===== src/rtl/bcd_serial_tx.sv =====
// Serial BCD digit transmitter: one digit per handshake, sent MSB-first with frame strobe.
// Optional odd parity bit after bit 0 when BCD_TX_PARITY_EN is defined.
module bcd_serial_tx #(
    parameter int GAP = 0
) (
    input  logic       clock,
    input  logic       reset,
    input  logic [3:0] din,
    input  logic       din_valid,
    output logic       din_ready,
    output logic       linea,
    output logic       frame,
    output logic       busy,
    output logic       err
);

`ifdef BCD_TX_PARITY_EN
    typedef enum logic [1:0] {
        S_IDLE  = 2'd0,
        S_SHIFT = 2'd1,
        S_PAR   = 2'd2,
        S_GAP   = 2'd3
    } state_t;
`else
    typedef enum logic [1:0] {
        S_IDLE  = 2'd0,
        S_SHIFT = 2'd1,
        S_GAP   = 2'd3
    } state_t;
`endif

    localparam logic [3:0] LP_GAP_LAST = 4'(GAP - 1);

    state_t     r_state, w_state;
    logic [3:0] r_sh, w_sh;
    logic [3:0] r_cnt, w_cnt;
    logic       r_linea, w_linea;
    logic       r_frame, w_frame;
    logic       r_busy, w_busy;
    logic       r_ready, w_ready;
    logic       r_err, w_err;
    logic       w_end;
`ifdef BCD_TX_PARITY_EN
    logic       r_par, w_par;
`endif

    always_comb begin
        w_state = r_state;
        w_sh    = r_sh;
        w_cnt   = r_cnt;
        w_linea = r_linea;
        w_frame = 1'b0;
        w_busy  = r_busy;
        w_ready = r_ready;
        w_err   = 1'b0;
        w_end   = 1'b0;
`ifdef BCD_TX_PARITY_EN
        w_par   = r_par;
`endif
        case (r_state)
            S_IDLE: begin
                w_ready = 1'b1;
                w_busy  = 1'b0;
                w_linea = 1'b0;
                if (din_valid && r_ready) begin
                    if (din <= 4'd9) begin
                        // MSB goes out right away; the rest shift from r_sh[3]
                        w_state = S_SHIFT;
                        w_sh    = {din[2:0], 1'b0};
                        w_cnt   = 4'd0;
                        w_linea = din[3];
                        w_frame = 1'b1;
                        w_busy  = 1'b1;
                        w_ready = 1'b0;
`ifdef BCD_TX_PARITY_EN
                        w_par   = ~^din;
`endif
                    end else begin
                        w_err = 1'b1;
                    end
                end
            end
            S_SHIFT: begin
                if (r_cnt != 4'd3) begin
                    w_linea = r_sh[3];
                    w_sh    = {r_sh[2:0], 1'b0};
                    w_cnt   = r_cnt + 4'd1;
                end else begin
`ifdef BCD_TX_PARITY_EN
                    w_state = S_PAR;
                    w_linea = r_par;
`else
                    w_end   = 1'b1;
`endif
                end
            end
`ifdef BCD_TX_PARITY_EN
            S_PAR: begin
                w_end = 1'b1;
            end
`endif
            S_GAP: begin
                if (r_cnt == LP_GAP_LAST) begin
                    w_state = S_IDLE;
                    w_ready = 1'b1;
                    w_busy  = 1'b0;
                end else begin
                    w_cnt = r_cnt + 4'd1;
                end
            end
            default: begin
                w_state = S_IDLE;
            end
        endcase
        if (w_end) begin
            w_linea = 1'b0;
            w_cnt   = 4'd0;
            if (GAP > 0) begin
                w_state = S_GAP;
            end else begin
                w_state = S_IDLE;
                w_ready = 1'b1;
                w_busy  = 1'b0;
            end
        end
    end

    always_ff @(posedge clock or negedge reset) begin
        if (!reset) begin
            r_state <= S_IDLE;
            r_sh    <= 4'd0;
            r_cnt   <= 4'd0;
            r_linea <= 1'b0;
            r_frame <= 1'b0;
            r_busy  <= 1'b0;
            r_ready <= 1'b0;
            r_err   <= 1'b0;
`ifdef BCD_TX_PARITY_EN
            r_par   <= 1'b0;
`endif
        end else begin
            r_state <= w_state;
            r_sh    <= w_sh;
            r_cnt   <= w_cnt;
            r_linea <= w_linea;
            r_frame <= w_frame;
            r_busy  <= w_busy;
            r_ready <= w_ready;
            r_err   <= w_err;
`ifdef BCD_TX_PARITY_EN
            r_par   <= w_par;
`endif
        end
    end

    assign din_ready = r_ready;
    assign linea     = r_linea;
    assign frame     = r_frame;
    assign busy      = r_busy;
    assign err       = r_err;

endmodule

===== config.mk =====
export PLATFORM = sky130hd
export DESIGN_NAME = bcd_serial_tx
export DESIGN_NICKNAME = d
export VERILOG_FILES = /design/src/rtl/bcd_serial_tx.sv
export SDC_FILE = /design/constraint.sdc
export NUM_CORES = 1
export LEC_CHECK = 0
export ABC_AREA = 1
export BUFFER_PORTS_ARGS = -buffer_cell sky130_fd_sc_hd__buf_4
export CAP_MARGIN = 10
export CORE_AREA = 2 2 39 41
export CTS_CLUSTER_SIZE = 40
export DETAILED_ROUTE_END_ITERATION = 12
export DIE_AREA = 0 0 41 43
export PLACE_DENSITY = 0.75
export RECOVER_POWER = 50
export SLEW_MARGIN = 30
export SYNTH_ARGS = -nofsm -noshare
export SYNTH_HDL_FRONTEND = slang
export SYNTH_SLANG_ARGS = --single-unit

===== constraint.sdc =====
create_clock -name clock -period 2.3 [get_ports clock]
set_input_delay 0.23 -clock clock [delete_from_list [all_inputs] [get_ports clock]]
set_output_delay 0.23 -clock clock [all_outputs]
set_load 0.005 [all_outputs]

**Word-level counts from Yosys, hierarchy flattened**

Cells that the tools add are included.

- Flip-flop bits (word level): 15
- Input bits: 7
- Output and inout port bits: 5
- Logic and storage cells: 69

- Add/subtract/negate cells: 1
- Magnitude comparators: 1
- Equality and inequality tests: 13
- Multiplexer cells: 35
- Reductions and logical operators: 11

Operators by type and width:

| cell | count |
|---|---|
| 2-to-1 mux 4 bit | 8 |
| 2-to-1 mux 1 bit | 17 |
| != test 3 bit, second input constant | 5 |
| one-hot mux 4 bit (3 select lines) | 1 |
| 2-to-1 mux 2 bit | 4 |
| != test 2 bit, second input constant | 4 |
| one-hot mux 4 bit (2 select lines) | 1 |
| AND reduction 4 bit | 2 |
| one-hot mux 1 bit (2 select lines) | 3 |
| one-hot mux 2 bit (3 select lines) | 1 |
| nonzero test 3 bit | 2 |
| AND reduction 5 bit | 1 |
| adder 4 x 1 -> 4 bit, second input constant | 1 |
| equality test 4 bit, second input constant | 1 |
| <= comparator 4 bit, second input constant | 1 |
| != test 4 x 2 -> 1 bit, second input constant | 1 |
| AND reduction 2 bit | 2 |
| nonzero test 4 bit | 1 |
| equality test 2 x 1 -> 1 bit, second input constant | 1 |
| equality test 2 bit, second input constant | 1 |
| zero test 2 bit | 1 |
| nonzero test 2 bit | 1 |
| logical AND 1 bit | 1 |

**Logic depth before layout (Yosys ltp)**

Gate-level depths: netlist (run 1).

- Word-level depth: 5
- Mapped depth: 6
- Gate-level depth less buffers: 6

**Worst setup path after synthesis (run 1)**

Ideal clock, no wire load.

- Kind: register to register
- Start: register r_cnt[0]
- End: register r_sh[2]
- Library setup time: 0.116 ns
- Arrival time: 0.964 ns
- Data required time: 2.184 ns
- Setup slack: 1.219 ns
- Stages on the path, launching flop included: 7
- Path buffers: 0
- Period minus slack after synthesis: 1.081 ns
- Path through: dfrtp_1 ha_1 nand3_2 nand2_2 nand2_4 nand2_1 nand2_1

- Longest elaborated chain between the ends: 3

RTL lines:

| item | RTL line | source |
|---|---|---|
| start, declared | 36 | `logic [3:0] r_cnt, w_cnt;` |
| start signal, assigned | 144 | `r_cnt <= w_cnt;` |
| != test 4 x 2 -> 1 bit | 84 | `if (r_cnt != 4'd3) begin` |
| != test 2 bit (no line) | -- |  |
| AND reduction 4 bit (no line) | -- |  |
| end signal, assigned | 143 | `r_sh <= w_sh;` |
| end, declared | 35 | `logic [3:0] r_sh, w_sh;` |

No other way between the ends.
A chain may end at the register's enable or synchronous reset.

**Final worst setup path (run 1)**

- Start: register r_cnt[1]
- End: register r_sh[2]

Same word-level chain as after synthesis.

==> results of run 1 <==
[worst max-delay path, delay by kind of cell, from the launching register on]
kind,cells,cell delay (ps)
and+or+nand+nor,5,450
adders and majority gates,1,220
DFF,1,410
[logic make-up after synthesis]
kind of cell | share of synthesized area (%)
flops | 53.0
buf+inv | 4.28
fa+ha+maj | 2.04
compound gates | 5.09
simple gates | 35.6
[layout make-up]
cell class	count	area [µm²]
Multi-Input combinational cell	50	263
Tap cell	16	20.0
Timing Repair Buffer	12	88.8
Sequential cell	13	325
Inverter	5	18.8
Fill cell	124	642
Clock buffer	4	26.3
[state kept, by name (all words and copies together), names as in the netlist]
register,cells
linea,1
r_sh,3
busy,1
din_ready,1
r_state,1
err,1
r_cnt,4
frame,1
[cells in the final DEF (no fill, tap or decap), types with 3 or more instances in the layout]
cell type  Yosys  final
clkbuf_4       0      4
inv_2          3      3
dfrtp_1       13     13
nand2_1       23     23
nand3_1       11     11
buf_4          1      9
[power breakdown]
part / switching [µW] / internal (µW)
combinational: 174 / 135
sequential: 80.3 / 309
clock: 76.7 / 67.4
total: 331 / 511
[cells in the mapped netlist]
| cell | number | area share, % |
|---|---|---|
| nor2_2 | 1 | 1.0 |
| buf_4 | 1 | 1.2 |
| nand3_1 | 11 | 9.0 |
| o21ai_4 | 1 | 2.6 |
| nand2_4 | 2 | 3.7 |
| inv_2 | 3 | 1.8 |
| nand3_2 | 1 | 1.6 |
| nand2_1 | 23 | 14 |
| dfrtp_1 | 13 | 53 |
| nor2_1 | 2 | 1.2 |
| a21oi_1 | 2 | 1.6 |
| nand2_2 | 2 | 2.0 |
| nand3b_1 | 1 | 1.2 |
| inv_1 | 2 | 1.2 |
| nor3_1 | 1 | 0.81 |
| o21ai_1 | 1 | 0.81 |
| nand4_1 | 1 | 1.0 |
| ha_1 | 1 | 2.0 |
[metal layers]
metal / wire length [µm] / part of all wire, %
met1: 501 / 44
met4: 31 / 2.7
met5: 0 / 0
met2: 567 / 49
met3: 50 / 4.3
[path summary, 6_finish.rpt]
check,startpoint,to,slack [ps],depth (start not counted)
setup / recovery,r_cnt[1],r_sh[2],1100,6
hold / removal,din[0],r_sh[1],150,3
setup reg to reg,r_cnt[1],r_sh[2],1100,6
hold reg to reg,r_sh[1],r_sh[1],510,2
max in group asynchronous,reset,din_ready,1370,2
min in group asynchronous,reset,linea,500,2
[stage by stage]
| stage | setup slack (ps) | cells | hold slack (ps) |
|---|---|---|---|
| floorplan | 1220 | 69 | -65.6 |
| global placement | 1160 | 95 | 80.8 |
| detailed placement | 1120 | 95 | 80.9 |
| CTS | 1110 | 100 | 152 |
| global route | 998 | 100 | 162 |
| finish | 1100 | 100 | 148 |
==> run metrics, run 1 <==
status completed; WS Path Type reg2reg; initial antenna violation count 0; Chip Height around 43 µm; Routed WL per cell around 12 µm; Final Skew between 1 and 1.5 ps; # IOs 12; # Post-CTS Setup Buffers 0; CP Max Fanout 5; Crit path top cell by count nand2_1; CTS sink cnt 13; sequential share of the synthesized area 53.0%; Nets 93; Via density a little under 5; Residual DRC 0; Max clock buf depth 2; gpl congestion 0.773; Detailed Routing Iterations Pass 1 4; unrepaired setup endpoints after global routing no; min Tclk post-route between 1000 and 1500 ps; die area approximately 1800 µm²; final hold viol count 0; warnings from Yosys 0; grt total ovfl 0; Max Cap Viol 0; Synth Register Bits 13; met3 Use GR 6.28%; HP Class in2reg; clock latency on the worst-skew pair between 200 and 300 ps; Post-Route Utilization a little over half; GR Layer Usage met2 ~23%; P&R area growth vs syn 20.8%; routed via count 497; Synth Instances 69; Synthesized Nets 77; H-tree depth 1; Slowest Stage Delay on Critical Path 410 ps; Initial Utilization 44.4%; Final Power around 840 µW; Leak Pwr between 0.0003 and 0.0004 µW; DRT iter0 DRCs 14; share of layout cells above drive strength 1 a little over a quarter; Avg Inst Size Synth about 9 µm²; Worst EP arrival ~1400 ps; Slew Limit Fails 0; CTS Hold Bufs 1; Cell variety after synth 18; TritonCTS clock tree yes; Fin Setup TNS 0 ps; DP Wirelength about 850 µm; busiest layer in global routing met2; CP cell instances ha_1 > nand3_2 > nand2_2 > nand2_4 > nand2_1 > nand2_1; Die X about 41 µm; first-pass GRT wire length 1820 µm; ANT cells 0; Post-Syn Area between 600 and 700 µm²; Max Freq 836 MHz; largest net degree at the start of global routing 14; Tot GR Track Use between 10% and 20%; maximum vdd drop 0.599 mV; Port Buffer Count 11; GR Util met1 a little over a fifth; Critical Path RT approximately 2500 ps; Worst-Margin Slew 679 ps; clock slew at reported path FFs 80 ps; number of global-route vias before repair ~430; final WL 1150 µm; CP endpoint kind flip-flop; Slew HR a little over half; post-route ant nets 0; CORE AREA 1380 µm²; Tcrit/Tclk final between 50% and 60%; Root Driver clkbuf_4; Startpoint Class flip-flop; CTS Buf Count 3; cell area after placement approximately 710 µm²; design area between 700 and 800 µm²; # rows 14; P per Cell Area 1140 nW/µm²; Slowest-stage cell, CP dfrtp_1; Resize count post-CTS 0; Final setup viols 0
Note: power is estimated with default switching activity, not from simulation.
==> run 2: changes to the inputs <==
- CORE_AREA: 2 2 39 41 -> not set
- CORE_MARGIN: not set -> 2
- CORE_UTILIZATION: not set -> 45
- DIE_AREA: 0 0 41 43 -> not set
- PLACE_DENSITY: 0.75 -> 0.76
- clock period: 2.3 -> 1.02 ns (I/O delays scaled with it)
==> run metrics, run 2 (synthesis results as in run 1) <==
P&R area growth vs syn 34.0% (was 20.8%); share of layout cells above drive strength 1 37.8% (was 27.4%); clock slew at reported path FFs 80 ps (about the same); grt total ovfl 0 (unchanged); fillers 115 (was 124); routed via count 534 (was 497); Port Buffer Count 11 (unchanged); Critical Path RT 1180 ps (was 2480 ps); min Tclk post-route 1040 ps (was 1200 ps); Post-Route Utilization 64.1% (was 53.6%); # IOs 12 (unchanged); maximum vdd drop 1.34 mV (was 0.599 mV); Final Skew 2.27 ps (was 1.31 ps); Initial Utilization 47.8% (was 44.4%); Die X 41.0 µm (was 41 µm); Final setup viols 4 (was 0); first-pass GRT wire length 1720 µm (was 1820 µm); design area 823 µm² (was 742 µm²); Slew Limit Fails 0 (unchanged); commonest cells after routing, fill and taps aside nand2_1 (21), buf_4 (16), dfrtp_1 (12) (was nand2_1 (23), dfrtp_1 (13), nand3_1 (11)); failing checks setup timing; Max Freq 958 MHz (was 836 MHz); # rows 13 (was 14); Routed WL per cell 11.3 µm (was 11.5 µm); Nets 99 (was 93); CP Max Fanout 5 (unchanged); status complete, but fails checks (was completed); Via density 5.09 (was 4.97); Worst-Margin Slew 325 ps (was 679 ps); largest net degree at the start of global routing 14 (unchanged); P per Cell Area 2590 nW/µm² (was 1140 nW/µm²); ANT cells 0 (unchanged); WS Path Type reg2reg (unchanged); CORE AREA 1280 µm² (was 1380 µm²); Reg with most FFs r_cnt (unchanged); Root Driver clkbuf_4 (unchanged); post-route ant nets 0 (unchanged); max reg flops 4 (unchanged); cell area after placement 771 µm² (was 709 µm²); commonest non-fill, non-tap cell in the layout nand2_1 (unchanged); Leak Pwr 0.000431 µW (was 0.000397 µW); CP endpoint kind flip-flop (unchanged); final WL 1180 µm (was 1150 µm); initial antenna violation count 0 (unchanged); Chip Height 41.0 µm (was 43 µm); number of global-route vias before repair 412 (was 429); Max clock buf depth 2 (unchanged); top flop regs r_cnt: 4 flops, r_sh: 3 flops (unchanged); Tot GR Track Use 16.7% (was 16.4%); Worst EP arrival 1200 ps (was 1370 ps); CTS sink cnt 13 (unchanged); DP Wirelength 863 µm (was 855 µm); HP Class in2reg (unchanged); unrepaired setup endpoints after global routing yes (was no); Tcrit/Tclk final 102% (was 52.0%); Slew HR 78.3% (was 54.7%); gpl congestion 0.771 (was 0.773); DRT iter0 DRCs 6 (was 14); die area 1680 µm² (was 1760 µm²); CTS Buf Count 3 (unchanged); H-tree depth 1 (unchanged); Startpoint Class flip-flop (unchanged); Residual DRC 0 (unchanged); Max Cap Viol 0 (unchanged); Detailed Routing Iterations Pass 1 4 (unchanged); clock latency on the worst-skew pair 260 ps (was 280 ps); final hold viol count 0 (unchanged); post-route worst setup slack -24.4 ps (was 1100 ps); TritonCTS clock tree yes (unchanged)
[run 2: routing by layer]
layer  global-route usage [%]  part of all wire (%)
met3                     4.89                   4.3
met1                     21.4                    41
met4                     10.0                   1.5
met5                        0                     0
met2                     24.6                    53
[run 2: final cells by class]
cell class                 count  area, µm²  share of cell area (%)
tap                           15       18.8                    2.28
multi-input combinational     50        298                    36.2
sequential                    13        327                    39.7
timing repair buffer          18        135                    16.4
inverter                       5       18.8                    2.28
clock buffer                   4       26.3                    3.19
[run 2: worst paths after layout]
| path | startpoint | endpoint | slack (ps) | cells past startpoint |
|---|---|---|---|---|
| min in group asynchronous | reset | r_cnt[3] | 260 | 2 |
| max in group asynchronous | reset | r_state[0] | 500 | 2 |
| hold reg to reg | busy | busy | 510 | 2 |
| hold / removal | din[0] | r_sh[1] | 40 | 3 |
| setup / recovery | r_cnt[0] | r_sh[3] | -20 | 6 |
| setup reg to reg | r_cnt[0] | r_sh[3] | -20 | 6 |
[run 2: timing repair]
action,CTS,global route
setup buffers,0,1
gates resized for setup,0,4
endpoints found under the hold margin,13,0
pin swaps,2,4
gates cloned,0,0
hold buffers,1,0
endpoints found under the setup margin,2,5
[run 2: where the power goes]
part | switching [µW] | internal (µW)
Sequential | 140 | 702
Combinational | 532 | 459
Clock | 150 | 151
Total | 822 | 1310
[run 2: critical path: stages, from the launching register on]
cell     delay [ps]
dfrtp_1         400
ha_4            170
nand3_4          90
nand2_4         110
nand2_4          60
nand2_1          50
nand2_1          50
[run 2: through the flow]
stage                     setup TNS (ps)  instances  total power [µW]  worst slack, ps  hold WS, ps
after global routing                -355        105              2300            -74.5         49.7
after floorplan                        0         69              1440             10.0         -194
after CTS                          -40.4        104              2100            -21.3         34.9
final                              -58.4        105              2130            -24.4         37.2
after detailed placement           -27.4         99              1790            -19.6        -44.2
after global placement                 0         99              1760             8.81        -43.6
